===== src/rtl/pipe_pkg.sv =====
// Shared pipeline definitions: controller state encoding and register-index
// width. Also used by the stage registers and the forwarding unit.
package pipe_pkg;

    localparam int REG_W = 5;

    localparam logic [REG_W-1:0] ZERO_REG = '0;

    typedef enum logic [1:0] {
        ST_RUN    = 2'd0,
        ST_DRAIN  = 2'd1,
        ST_HALTED = 2'd2
    } pipe_state_e;

endpackage : pipe_pkg


===== src/rtl/pipe_hazard_det.sv =====
// Load-use comparator: flags when the instruction in IF_ID reads the
// destination of a load still sitting in ID_EX. x0 never creates a hazard.
module pipe_hazard_det
    import pipe_pkg::*;
(
    input  logic             ex_is_load_i,
    input  logic [REG_W-1:0] ex_rd_i,
    input  logic [REG_W-1:0] id_rs1_i,
    input  logic [REG_W-1:0] id_rs2_i,
    input  logic             id_use_rs1_i,
    input  logic             id_use_rs2_i,
    output logic             stall_o
);

    logic rs1_hit;
    logic rs2_hit;

    // Compare each live source operand against the pending load destination
    always_comb begin
        rs1_hit = id_use_rs1_i && (id_rs1_i == ex_rd_i);
        rs2_hit = id_use_rs2_i && (id_rs2_i == ex_rd_i);
        stall_o = ex_is_load_i && (ex_rd_i != ZERO_REG) && (rs1_hit || rs2_hit);
    end

endmodule : pipe_hazard_det


===== src/rtl/pipe_ctrl.sv =====
// Pipeline hazard and sequencing controller. Drives active-low latch enables
// and flush bits of the PC/IF_ID/ID_EX/EX_MEM/MEM_WB registers, resolving
// data-memory freezes, load-use stalls, mispredict squashes and halt drain.
// Optional build macro: PIPE_CTRL_PERF_EN adds saturating event counters.
module pipe_ctrl
    import pipe_pkg::*;
#(
    parameter int DRAIN_CYCLES = 3
`ifdef PIPE_CTRL_PERF_EN
    ,
    parameter int CNT_W = 32
`endif
) (
    input  logic             CLK,
    input  logic             RSTn,
    input  logic             dmem_busy_i,
    input  logic [REG_W-1:0] id_rs1_i,
    input  logic [REG_W-1:0] id_rs2_i,
    input  logic             id_use_rs1_i,
    input  logic             id_use_rs2_i,
    input  logic             ex_is_load_i,
    input  logic [REG_W-1:0] ex_rd_i,
    input  logic             ex_mispredict_i,
    input  logic             ex_halt_i,
    output logic             latchn_pc_o,
    output logic             latchn_if_id_o,
    output logic             latchn_id_ex_o,
    output logic             latchn_ex_mem_o,
    output logic             latchn_mem_wb_o,
    output logic             flush_if_id_o,
    output logic             flush_id_ex_o,
    output logic             redirect_o,
    output logic             halt_o
`ifdef PIPE_CTRL_PERF_EN
    ,
    output logic [CNT_W-1:0] perf_stall_o,
    output logic [CNT_W-1:0] perf_flush_o,
    output logic [CNT_W-1:0] perf_freeze_o
`endif
);

    localparam int CNT_BITS = $clog2(DRAIN_CYCLES + 1);
    localparam logic [CNT_BITS-1:0] DRAIN_LOAD = CNT_BITS'(DRAIN_CYCLES);
    localparam logic [CNT_BITS-1:0] CNT_ONE    = CNT_BITS'(1);

    pipe_state_e         state_q, state_d;
    logic [CNT_BITS-1:0] cnt_q, cnt_d;
    logic                halt_q, halt_d;

    logic load_use;
    logic lat_pc, lat_if_id, lat_id_ex, lat_ex_mem, lat_mem_wb;
    logic fl_if_id, fl_id_ex, redir;

    pipe_hazard_det u_hazard (
        .ex_is_load_i (ex_is_load_i),
        .ex_rd_i      (ex_rd_i),
        .id_rs1_i     (id_rs1_i),
        .id_rs2_i     (id_rs2_i),
        .id_use_rs1_i (id_use_rs1_i),
        .id_use_rs2_i (id_use_rs2_i),
        .stall_o      (load_use)
    );

    // Prioritised control decode and next-state logic
    always_comb begin
        state_d    = state_q;
        cnt_d      = cnt_q;
        lat_pc     = 1'b0;
        lat_if_id  = 1'b0;
        lat_id_ex  = 1'b0;
        lat_ex_mem = 1'b0;
        lat_mem_wb = 1'b0;
        fl_if_id   = 1'b0;
        fl_id_ex   = 1'b0;
        redir      = 1'b0;
        unique case (state_q)
            ST_RUN: begin
                if (dmem_busy_i) begin
                    // Whole-pipe freeze; hazards re-evaluate once memory returns
                    {lat_pc, lat_if_id, lat_id_ex, lat_ex_mem, lat_mem_wb} = 5'b11111;
                end else if (ex_halt_i) begin
                    // Stop fetching, let everything older than the halt retire
                    lat_pc    = 1'b1;
                    lat_if_id = 1'b1;
                    fl_id_ex  = 1'b1;
                    state_d   = ST_DRAIN;
                    cnt_d     = DRAIN_LOAD;
                end else if (ex_mispredict_i) begin
                    redir    = 1'b1;
                    fl_if_id = 1'b1;
                    fl_id_ex = 1'b1;
                end else if (load_use) begin
                    // One bubble suffices: the load moves on next cycle
                    lat_pc    = 1'b1;
                    lat_if_id = 1'b1;
                    fl_id_ex  = 1'b1;
                end
            end
            ST_DRAIN: begin
                if (dmem_busy_i) begin
                    {lat_pc, lat_if_id, lat_id_ex, lat_ex_mem, lat_mem_wb} = 5'b11111;
                end else begin
                    lat_pc    = 1'b1;
                    lat_if_id = 1'b1;
                    fl_id_ex  = 1'b1;
                    cnt_d     = cnt_q - CNT_ONE;
                    if (cnt_q == CNT_ONE) begin
                        state_d = ST_HALTED;
                    end
                end
            end
            ST_HALTED: begin
                {lat_pc, lat_if_id, lat_id_ex, lat_ex_mem, lat_mem_wb} = 5'b11111;
            end
            default: begin
                state_d = ST_RUN;
            end
        endcase
        halt_d = (state_d == ST_HALTED);
    end

    // While reset is held, every stage register is frozen and flushed
    always_comb begin
        latchn_pc_o     = !RSTn || lat_pc;
        latchn_if_id_o  = !RSTn || lat_if_id;
        latchn_id_ex_o  = !RSTn || lat_id_ex;
        latchn_ex_mem_o = !RSTn || lat_ex_mem;
        latchn_mem_wb_o = !RSTn || lat_mem_wb;
        flush_if_id_o   = !RSTn || fl_if_id;
        flush_id_ex_o   = !RSTn || fl_id_ex;
        redirect_o      = RSTn && redir;
        halt_o          = halt_q;
    end

    // State, drain counter and registered halt flag
    always_ff @(posedge CLK or negedge RSTn) begin
        if (!RSTn) begin
            state_q <= ST_RUN;
            cnt_q   <= '0;
            halt_q  <= 1'b0;
        end else begin
            state_q <= state_d;
            cnt_q   <= cnt_d;
            halt_q  <= halt_d;
        end
    end

`ifdef PIPE_CTRL_PERF_EN
    logic [CNT_W-1:0] stall_cnt_q, stall_cnt_d;
    logic [CNT_W-1:0] flush_cnt_q, flush_cnt_d;
    logic [CNT_W-1:0] freeze_cnt_q, freeze_cnt_d;

    function automatic logic [CNT_W-1:0] sat_inc(input logic [CNT_W-1:0] v);
        return (&v) ? v : v + CNT_W'(1);
    endfunction

    // Event counters; HALTED never counts so the totals are stable afterwards
    always_comb begin
        stall_cnt_d  = stall_cnt_q;
        flush_cnt_d  = flush_cnt_q;
        freeze_cnt_d = freeze_cnt_q;
        if ((state_q == ST_RUN) || (state_q == ST_DRAIN)) begin
            if (dmem_busy_i) begin
                freeze_cnt_d = sat_inc(freeze_cnt_q);
            end
        end
        if ((state_q == ST_RUN) && !dmem_busy_i && !ex_halt_i) begin
            if (ex_mispredict_i) begin
                flush_cnt_d = sat_inc(flush_cnt_q);
            end else if (load_use) begin
                stall_cnt_d = sat_inc(stall_cnt_q);
            end
        end
    end

    // Counter registers
    always_ff @(posedge CLK or negedge RSTn) begin
        if (!RSTn) begin
            stall_cnt_q  <= '0;
            flush_cnt_q  <= '0;
            freeze_cnt_q <= '0;
        end else begin
            stall_cnt_q  <= stall_cnt_d;
            flush_cnt_q  <= flush_cnt_d;
            freeze_cnt_q <= freeze_cnt_d;
        end
    end

    assign perf_stall_o  = stall_cnt_q;
    assign perf_flush_o  = flush_cnt_q;
    assign perf_freeze_o = freeze_cnt_q;
`endif

endmodule : pipe_ctrl


===== config.mk =====
export PLATFORM = sky130hd
export DESIGN_NAME = pipe_ctrl
export DESIGN_NICKNAME = d
export VERILOG_FILES = /design/src/rtl/pipe_pkg.sv /design/src/rtl/pipe_hazard_det.sv /design/src/rtl/pipe_ctrl.sv
export SDC_FILE = /design/constraint.sdc
export NUM_CORES = 1
export LEC_CHECK = 0
export BUFFER_PORTS_ARGS = -buffer_cell sky130_fd_sc_hd__buf_2
export CAP_MARGIN = 20
export CELL_PAD_IN_SITES_DETAIL_PLACEMENT = 0
export CELL_PAD_IN_SITES_GLOBAL_PLACEMENT = 1
export CORE_MARGIN = 10
export CORE_UTILIZATION = 32
export CTS_CLUSTER_DIAMETER = 200
export DETAILED_ROUTE_END_ITERATION = 8
export PLACE_DENSITY_LB_ADDON = 0.1
export SYNTH_ARGS = -nofsm -noshare
export SYNTH_HDL_FRONTEND = slang
export SYNTH_SLANG_ARGS = --single-unit

===== constraint.sdc =====
create_clock -name CLK -period 4.3 [get_ports CLK]
set_input_delay 0.215 -clock CLK [delete_from_list [all_inputs] [get_ports CLK]]
set_output_delay 0.215 -clock CLK [all_outputs]
set_load 0.05 [all_outputs]

==> out/results.ini <==
[run_status]
outcome=finished, final reports clean

[logic_synthesis]
yosysSeqAreaShare_pct=21.88
synth_seq_cells=5
syn_avg_cell_area_um2=8.409
synth_largest_area_cell=dfrtp_1
synthTopCellsByArea=dfrtp_1 22%, ha_1 13%, xor2_1 12%
netlist_area_um2=571.8
yosysUniqueCellTypes=29
synthCells=68
synth_nets=97
yosys_warnings=0
synth_top_cell_area_share_pct=21.88

[global_route]
grt_pass1_wl_um=2656
grtUsageMet1_pct=8.889
grt_pass1_vias=628
grt_max_degree=11
top_usage_layer=met2
grt-ovfl-total=0
grt_use_met3_pct=3.584
grt_use_met2_pct=13.46
grt_usage_pct=8.158
antenna_found_initial=0

[final_layout]
fin_util_pct=44.54
n_antenna_cell=0
final_common_cell=buf_2
layout.nets=130
most-common-layout-cells=31 x buf_2, 8 x xor2_1, 6 x nor2_1, 6 x ha_1, 5 x dfrtp_1
drive_gt1_share_pct=35.00
synthToLayoutAreaGrowth_pct=33.04

[setup_path]
crit_arrival_ns=2.14
startpoint_type=flop
crit_fanout=8
worstPathRequired_ns=4.09
critical_path_class=flop to primary output
cp-end-kind=primary output

[run]
cap_violations=0

[place]
gp_congestion=0.7447
post-dp-hpwl_um=1364
io_buffers=31

[worst_hold_path]
hold_class=input port to async pin

[drt]
post-route-drc-count=0
vias=575
drt_iter0_markers=7
dr.pass1.iters=4
route.final.wire_length_um=1611
wire_per_inst_um=12.89
vias_per_cell=4.600
ant_nets=0

[clock_network]
numCtsBuffers=3
cts_tree=done
cts-htree-levels=1
cts_buffer_depth=2
cts_num_sinks=5
clock_latency_ns=0.25
cts_root_buf=clkbuf_4
cts.clk_slew.worst_paths_ns=0.05

[timing]
period_share_pct=54.85
setup_tns_ns=0
tightest_slew_ns=0.3531
clock.fmax_mhz=424.0
hold_viol_final=0
min_period_ns=2.358
slew_headroom_pct=76.24
rsz0062_at_grt=false
setup-violations-final=0
slew_viol_final=0
clock-skew-final_ns=0.004360

[pwr]
total_power_mw=0.4578
peakVddDrop_mv=0.2938
leakagePower_nw=0.3644
powerDensity_nw_per_um2=601.7

[die]
fp.dieArea_um2=3878
core_um2=1708
die-height_um=62.27
placementRows=15
io_pins=32
start_util_pct=33.48
die_w_um=62.27

repair_timing:
item | in CTS | in global routing
endpoints found under the hold margin | 5 | 0
hold buffers | 1 | 0
gates resized for setup | 0 | 0
buffers inserted | 0 | 0
routing by layer:
metal / up-vias / share of wire [%]
met4: 0 / 0.87
met2: 17 / 48
li1: 301 / -
met5: - / 0
met3: 2 / 5.6
met1: 255 / 45
stage by stage:
step	setup slack, ns	std cells	area, um^2	hold slack, ns
4_1_cts	1.926	125	760.7	0.3425
3_3_place_gp	2.255	120	724.4	0.07391
6_report	1.942	125	760.7	0.3446
5_1_grt	1.765	125	760.7	0.3437
3_5_place_dp	2.206	120	724.4	0.07569
2_1_floorplan	1.625	68	571.8	-0.08059
cells in the mapped netlist, drive strengths merged:
| cell type | number |
|---|---|
| xnor2 | 2 |
| xor2 | 8 |
| nor3 | 3 |
| nor2 | 6 |
| dfrtp | 5 |
| o22ai | 1 |
| or3 | 2 |
| and2 | 1 |
| a31oi | 2 |
| a21oi | 1 |
| o31ai | 1 |
| nor4 | 2 |
| buf | 4 |
| o21ai | 3 |
| ha | 6 |
| inv | 4 |
| o21a | 3 |
| or3b | 1 |
| or4 | 1 |
| a211oi | 1 |
| o22a | 1 |
| nand2 | 4 |
| nand2b | 2 |
| a32oi | 1 |
| o211ai | 1 |
| nor2b | 1 |
| mux2 | 1 |
path summary, 6_finish.rpt:
check	cells after the start	slack (ns)	end	from
worst min-delay path	2	0.34	halt_o$_DFF_PN0_	RSTn
worst min register to register	1	0.50	cnt_q[1]$_DFFE_PN0P_	cnt_q[1]$_DFFE_PN0P_
worst max-delay path	7	1.94	latchn_pc_o	state_q[0]$_DFF_PN0_
worst max register to register	5	2.54	cnt_q[0]$_DFFE_PN0P_	state_q[0]$_DFF_PN0_
min in group CLK	3	0.39	state_q[0]$_DFF_PN0_	ex_halt_i
max in group asynchronous	2	3.78	cnt_q[0]$_DFFE_PN0P_	RSTn
registers in the layout, summed over array words and instances (netlist names):
register,count
cnt_q,2
halt_o,1
state_q,2
cells by family (layout without fill, tap and decap cells):
logic type	after synthesis	in the layout	synth area share [%]
compound gates	15	15	17.72
xor+xnor	10	10	15.32
fa+ha+maj	6	6	13.13
buf+inv	8	40	8.533
flops	5	5	21.88
mux	1	1	2.625
simple gates	23	23	20.79
cell type report:
type / instances / area, um^2
fill: 186 / 947.2
timing repair buffer: 32 / 165.2
tap: 25 / 31.28
clock buffer: 4 / 26.28
multi-input combinational: 55 / 397.9
inverter: 4 / 15.01
sequential: 5 / 125.1
power by group:
group	leakage, nW	switching [mW]	internal [mW]
combinational	0.293	0.209	0.107
sequential	0.0562	0.0180	0.0685
clock	0.0150	0.0205	0.0352
total	0.364	0.248	0.210
worst max-delay path, stage by stage, from the launching register on:
cell and delay, ns:
dfrtp_1 0.42, inv_1 0.12, ha_1 0.31, nor2_1 0.08, o21a_1 0.18, or3_1 0.34, o22ai_1 0.15, buf_2 0.30
(Power assumes the default switching activity.)
